--- src/rtl/count_display_scanner.sv ---
// count_display_scanner
// Brings the asynchronous 4-bit count into the clk domain and filters it.
// Splits the count into tens/ones and scans a 4-digit common-anode display
// (active-low anodes and segments), blanking all anodes for the first
// BLANK_CYCLES clocks of every digit slot to suppress ghosting.
// The decimal point on the ones digit flags a freshly loaded value for one frame.
// Optional build macro: BLANK_LEADING_ZERO_EN blanks the tens digit when it is zero.
module count_display_scanner #(
   parameter int CLK_HZ       = 100000000,
   parameter int REFRESH_HZ   = 1000,
   parameter int BLANK_CYCLES = 16
) (
   input  logic       clk,
   input  logic       Clear_n,
   input  logic [3:0] value,
   output logic [3:0] an,
   output logic [6:0] seg,
   output logic       dp,
   output logic       frame_tick,
   output logic [3:0] disp_val
);

   localparam int SLOT   = CLK_HZ / (REFRESH_HZ * 4);
   localparam int FRAME  = SLOT * 4;
   localparam int CNT_W  = (SLOT > 1) ? $clog2(SLOT) : 1;
   localparam int HOLD_W = $clog2(FRAME + 1);

   localparam logic [CNT_W-1:0]  CNT_LAST  = CNT_W'(SLOT - 1);
   localparam logic [CNT_W-1:0]  BLANK_END = CNT_W'(BLANK_CYCLES);
   localparam logic [HOLD_W-1:0] HOLD_INIT = HOLD_W'(FRAME);

   // A slot must contain at least one active clock after the blanking window.
   generate
      if (SLOT <= BLANK_CYCLES) begin : g_cfg_check
         $error("count_display_scanner: SLOT must be greater than BLANK_CYCLES");
      end
   endgenerate

   typedef enum logic [1:0] {
      SLOT0 = 2'd0,
      SLOT1 = 2'd1,
      SLOT2 = 2'd2,
      SLOT3 = 2'd3
   } state_t;

   state_t             state_q, state_d;
   logic [CNT_W-1:0]   cnt_q, cnt_d;
   logic [3:0]         s1_q, s1_d, s2_q, s2_d, s3_q, s3_d;
   logic [3:0]         disp_val_q, disp_val_d;
   logic [HOLD_W-1:0]  hold_q, hold_d;
   logic [3:0]         an_q, an_d;
   logic [6:0]         seg_q, seg_d;
   logic               dp_q, dp_d;
   logic               frame_tick_q, frame_tick_d;
   logic               load_new_s;
   logic               tens_s;
   logic [3:0]         ones_s;

   // Active-low gfedcba pattern for one decimal digit; anything else is dark.
   function automatic logic [6:0] seg_decode(input logic [3:0] digit);
      logic [6:0] pat;
      case (digit)
         4'd0:    pat = 7'b1000000;
         4'd1:    pat = 7'b1111001;
         4'd2:    pat = 7'b0100100;
         4'd3:    pat = 7'b0110000;
         4'd4:    pat = 7'b0011001;
         4'd5:    pat = 7'b0010010;
         4'd6:    pat = 7'b0000010;
         4'd7:    pat = 7'b1111000;
         4'd8:    pat = 7'b0000000;
         4'd9:    pat = 7'b0010000;
         default: pat = 7'b1111111;
      endcase
      return pat;
   endfunction

   // Input synchroniser, stability filter, update-indicator hold and digit split.
   always_comb begin
      s1_d       = value;
      s2_d       = s1_q;
      s3_d       = s2_q;
      disp_val_d = disp_val_q;
      load_new_s = 1'b0;
      if (s2_q == s3_q) begin
         disp_val_d = s2_q;
         load_new_s = (s2_q != disp_val_q);
      end else begin
         disp_val_d = disp_val_q;
      end
      if (load_new_s) begin
         hold_d = HOLD_INIT;
      end else if (hold_q != '0) begin
         hold_d = hold_q - HOLD_W'(1);
      end else begin
         hold_d = '0;
      end
      tens_s = (disp_val_q >= 4'd10);
      if (tens_s) begin
         ones_s = disp_val_q - 4'd10;
      end else begin
         ones_s = disp_val_q;
      end
   end

   // Scan FSM next state: slot counter wraps at SLOT-1 and advances the digit index.
   always_comb begin
      state_d = state_q;
      cnt_d   = cnt_q;
      if (cnt_q == CNT_LAST) begin
         cnt_d = '0;
         case (state_q)
            SLOT0:   state_d = SLOT1;
            SLOT1:   state_d = SLOT2;
            SLOT2:   state_d = SLOT3;
            SLOT3:   state_d = SLOT0;
            default: state_d = SLOT0;
         endcase
      end else begin
         cnt_d = cnt_q + CNT_W'(1);
      end
   end

   // Next display outputs from the current slot position and displayed value.
   always_comb begin
      an_d         = 4'b1111;
      seg_d        = 7'b1111111;
      dp_d         = 1'b1;
      frame_tick_d = (state_q == SLOT3) && (cnt_q == CNT_LAST);
      if (cnt_q >= BLANK_END) begin
         case (state_q)
            SLOT0: begin
               an_d  = 4'b1110;
               seg_d = seg_decode(ones_s);
               dp_d  = (hold_q == '0);
            end
            SLOT1: begin
               an_d = 4'b1101;
`ifdef BLANK_LEADING_ZERO_EN
               if (tens_s) begin
                  seg_d = seg_decode(4'd1);
               end else begin
                  seg_d = 7'b1111111;
               end
`else
               seg_d = seg_decode({3'b000, tens_s});
`endif
            end
            default: begin
               an_d  = 4'b1111;
               seg_d = 7'b1111111;
            end
         endcase
      end else begin
         an_d  = 4'b1111;
         seg_d = 7'b1111111;
      end
   end

   // Scan FSM state register and slot counter.
   always_ff @(posedge clk or negedge Clear_n) begin
      if (!Clear_n) begin
         state_q <= SLOT0;
         cnt_q   <= '0;
      end else begin
         state_q <= state_d;
         cnt_q   <= cnt_d;
      end
   end

   // Synchroniser stages, displayed value, hold timer and registered outputs.
   always_ff @(posedge clk or negedge Clear_n) begin
      if (!Clear_n) begin
         s1_q         <= 4'd0;
         s2_q         <= 4'd0;
         s3_q         <= 4'd0;
         disp_val_q   <= 4'd0;
         hold_q       <= '0;
         an_q         <= 4'b1111;
         seg_q        <= 7'b1111111;
         dp_q         <= 1'b1;
         frame_tick_q <= 1'b0;
      end else begin
         s1_q         <= s1_d;
         s2_q         <= s2_d;
         s3_q         <= s3_d;
         disp_val_q   <= disp_val_d;
         hold_q       <= hold_d;
         an_q         <= an_d;
         seg_q        <= seg_d;
         dp_q         <= dp_d;
         frame_tick_q <= frame_tick_d;
      end
   end

   assign an         = an_q;
   assign seg        = seg_q;
   assign dp         = dp_q;
   assign frame_tick = frame_tick_q;
   assign disp_val   = disp_val_q;

endmodule

--- config.mk ---
export PLATFORM = sky130hd
export DESIGN_NAME = count_display_scanner
export DESIGN_NICKNAME = d
export VERILOG_FILES = /design/src/rtl/count_display_scanner.sv
export SDC_FILE = /design/constraint.sdc
export NUM_CORES = 1
export LEC_CHECK = 0
export BUFFER_PORTS_ARGS = -buffer_cell sky130_fd_sc_hd__buf_2
export CAP_MARGIN = 5
export CORE_UTILIZATION = 42
export CTS_BUF_LIST = sky130_fd_sc_hd__clkbuf_2
export DETAILED_ROUTE_END_ITERATION = 12
export GPL_TIMING_DRIVEN = 0
export HOLD_SLACK_MARGIN = 0.06
export PLACE_DENSITY = 0.62
export SYNTH_ARGS = -nofsm -noshare
export SYNTH_HDL_FRONTEND = slang
export SYNTH_SLANG_ARGS = --single-unit
--- constraint.sdc ---
create_clock -name clk -period 2.1 [get_ports clk]
set_clock_uncertainty 0.15 [all_clocks]
set_input_delay 0.21 -clock clk [delete_from_list [all_inputs] [get_ports clk]]
set_output_delay 0.21 -clock clk [all_outputs]
set_load 0.03 [all_outputs]
==> impl_metrics.env <==
export IMPL_reg2reg_setup_slack_ps=100
export IMPL_cts_clk_slew_worst_paths_ps=150
export IMPL_avgRoutedWirePerCell_um=13.7
export IMPL_ant_nets=0
export IMPL_grt_pass1_wl_um=10100
export IMPL_drt_first_iter_violations=78
export IMPL_track_usage_pct=17.1
export IMPL_row_count=30
export IMPL_synth_warnings=0
export IMPL_setup_violations=0
export IMPL_cts_sinks=61
export IMPL_gp_congestion=0.867
export IMPL_p_seq_share_pct=44.8
export IMPL_grt_max_degree=41
export IMPL_start_util_pct=44.6
export IMPL_whs_path_depth=0
export IMPL_hold_viol=0
export IMPL_fin_crit_ps=2000
export IMPL_diodes=0
export IMPL_slew_violations=0
export IMPL_ys_ff_latch=61
export IMPL_final_cell_mix="dfrtp_1, buf_2, xor2_1"
export IMPL_io_buffers=20
export IMPL_post_route_drc_count=0
export IMPL_syn_avg_cell_area_um2=10.5
export IMPL_worstRegToRegCells=8
export IMPL_fmax_mhz=499
export IMPL_synth_area_mm2=0.00310
export IMPL_hold_end="s2_q[0]$_DFF_PN0_"
export IMPL_firstDrtPassIters=4
export IMPL_hold_path_class="reg2reg"
export IMPL_crit_type="reg2reg"
export IMPL_multi_input_area_mm2=0.00152
export IMPL_numCtsBuffers=9
export IMPL_clkLatencyLatePin_ps=490
export IMPL_fin_nets=360
export IMPL_crit_top_cell="o21ai_1"
export IMPL_setup_slack_ps=96.7
export IMPL_die_w_um=87.9
export IMPL_synth_edf_count=0
export IMPL_power_frac_comb_pct=36.7
export IMPL_ys_types=51
export IMPL_critPathMaxStageDelay_ps=480
export IMPL_peakVddDrop_v=0.000433
export IMPL_cts_tree="done"
export IMPL_syn_inst=295
export IMPL_p_int_mw=2.31
export IMPL_dpl_hpwl_um=3980
export IMPL_fin_cells=441
export IMPL_pwr_density_cell_mw_per_mm2=1040
export IMPL_drive_gt1_share_pct=25.2
export IMPL_swShare_pct=39.1
export IMPL_pre_cts_ws_ps=-200
export IMPL_r2r_start="disp_val[3]$_DFFE_PN0N_"
export IMPL_relSlewSlack_pct=65.2
export IMPL_wl_um=6060
export IMPL_worstPathCellList="clkbuf_4 > nand3_1 > o21ai_1 > ha_2 > a21oi_1 > nor4_2 > a311oi_1 > o21ai_1"
export IMPL_vias_per_cell=5.26
export IMPL_synth_ff_type="dfrtp_1"
export IMPL_clkPwrFrac_pct=18.5
export IMPL_die_h_um=87.9
export IMPL_tns_ps=0
export IMPL_grt_setup_unrepaired="yes"
export IMPL_h_tree_depth=3
export IMPL_clock_path_buffers=2
export IMPL_worstMarginPinSlew_ps=522
export IMPL_period_share_pct=95.4
export IMPL_start_kind="flip-flop"
export IMPL_cp_arrival_ps=2260
export IMPL_overflow=0
export IMPL_synth_async_reset_ratio_pct=100
export IMPL_regToRegEndpoint="seg[2]$_DFF_PN1_"
export IMPL_place_inst=413
export IMPL_num_vias=2318
export IMPL_worstPathMaxFanout=10
export IMPL_grt_pass1_vias=2228
export IMPL_status="completed"
export IMPL_fillCellCount=622
export IMPL_seq_area_mm2=0.00154
export IMPL_synthToLayoutAreaGrowth_pct=17.6
export IMPL_io_pins=23
export IMPL_p_leak_nw=1.59
export IMPL_final_common_cell="dfrtp_1"
export IMPL_clockRootBuffer="clkbuf_2"
export IMPL_maxCapViolations=0
export IMPL_antenna_found_initial=0
export IMPL_core_area_mm2=0.00694
export IMPL_dieArea_mm2=0.00773
export IMPL_yosysSeqAreaShare_pct=49.6
export IMPL_holdCritStartpoint="s1_q[0]$_DFF_PN0_"
export IMPL_crit_slowest_cell="dfrtp_2"
export IMPL_setup_worst_path_end_class="flip-flop"
export IMPL_crit_required_ps=2360
export IMPL_switching_power_mw=1.48
-- Yosys cell counts, types with 4 or more instances --
master | n | share of area (%)
xnor2_1 | 8 | 2.3
dfrtp_1 | 51 | 41
a21oi_1 | 7 | 1.1
nand2_1 | 18 | 2.2
ha_1 | 14 | 5.6
clkbuf_1 | 6 | 0.73
xor2_1 | 21 | 5.9
or4_1 | 4 | 0.97
nor2_1 | 16 | 1.9
nand3_1 | 13 | 2.1
o21ai_0 | 21 | 3.4
or3_1 | 4 | 0.81
nor3_1 | 15 | 2.4
inv_1 | 12 | 1.5
a211oi_1 | 5 | 1.2
o211ai_1 | 4 | 0.97
nor2b_1 | 5 | 1.0
dfstp_2 | 10 | 8.5
nand4_1 | 5 | 1.0
and3_1 | 4 | 0.81
-- kinds of logic after synthesis --
kind of cell    count (synthesis)  share of synthesized area, %
simple gates                  115                          22.6
flops                          61                          49.6
compound gates                 50                          10.2
xor+xnor                       29                          8.19
buf+inv                        25                          3.63
fa+ha+maj                      14                          5.65
other cells                     1                         0.121
-- metal layers --
| layer | track usage [%] | part of all wire [%] |
|---|---|---|
| met1 | 21.8 | 47 |
| met2 | 27.3 | 47 |
| met3 | 6.03 | 4.8 |
| met4 | 5.37 | 1.7 |
| met5 | 0 | 0 |
-- power groups by stage --
stage | logic, mW | clock network, mW | registers (mW)
floorplan | 0.804 | 0 | 1.82
global placement | 1.27 | 0 | 1.66
detailed placement | 1.28 | 0 | 1.66
CTS | 1.30 | 0.731 | 1.69
global route | 1.55 | 0.792 | 1.74
finish | 1.39 | 0.701 | 1.70
-- per-stage QoR --
step | util (%) | hold WS, ps | power, mW | cell area, um^2
floorplan | - | -236 | 2.63 | 3110
global placement | 48.0 | 172 | 2.93 | 3330
detailed placement | 48.3 | 69.0 | 2.95 | 3350
CTS | 51.3 | 188 | 3.72 | 3560
global route | 52.5 | 175 | 4.08 | 3640
finish | 52.5 | 215 | 3.80 | 3640
-- timing repair --
| action | CTS | global route |
|---|---|---|
| endpoints found under the hold margin | 64 | 0 |
| hold buffers | 7 | 0 |
| endpoints found under the setup margin | 19 | 30 |
| pin swaps | 0 | 4 |
| buffers inserted | 2 | 8 |
| resized for setup | 9 | 9 |
-- area by class of cell --
cell class,instances,share of cell area [%]
tap,96,3.30
sequential,61,42.3
multi-input combinational,210,41.6
timing repair buffer,38,7.35
buffer,8,1.34
clock buffer,13,1.79
clock inverter,3,1.06
inverter,12,1.24
-- flip-flops by register name, indices dropped and copies added (netlist names) --
| register | cells |
|---|---|
| seg | 7 |
| s2_q | 4 |
| frame_tick | 1 |
| s3_q | 4 |
| disp_val | 4 |
| s1_q | 4 |
| hold_q | 17 |
| cnt_q | 15 |
| an | 2 |
| dp | 1 |
| state_q | 2 |
-- critical path, delay by kind of cell (launching register included) --
| family | cells | cell delay [ps] |
|---|---|---|
| AOI/OAI and AO/OA | 4 | 710 |
| DFF | 1 | 480 |
| adders and majority gates | 1 | 240 |
| buffers and inverters | 1 | 200 |
| and+or+nand+nor | 2 | 150 |
-- worst max-delay path by stage --
| stage | from | end | slack [ps] |
|---|---|---|---|
| after floorplan | disp_val[1]$_DFFE_PN0N_ | seg[3]$_DFF_PN1_ | 10 |
| after global placement | hold_q[9]$_DFF_PN0_ | hold_q[8]$_DFF_PN0_ | -190 |
| after detailed placement | hold_q[9]$_DFF_PN0_ | hold_q[8]$_DFF_PN0_ | -200 |
| after CTS | cnt_q[12]$_DFF_PN0_ | seg[1]$_DFF_PN1_ | 5 |
| after global routing | disp_val[1]$_DFFE_PN0N_ | seg[2]$_DFF_PN1_ | -20 |
| final | disp_val[3]$_DFFE_PN0N_ | seg[2]$_DFF_PN1_ | 100 |
Note: power is estimated with default switching activity, not from simulation.
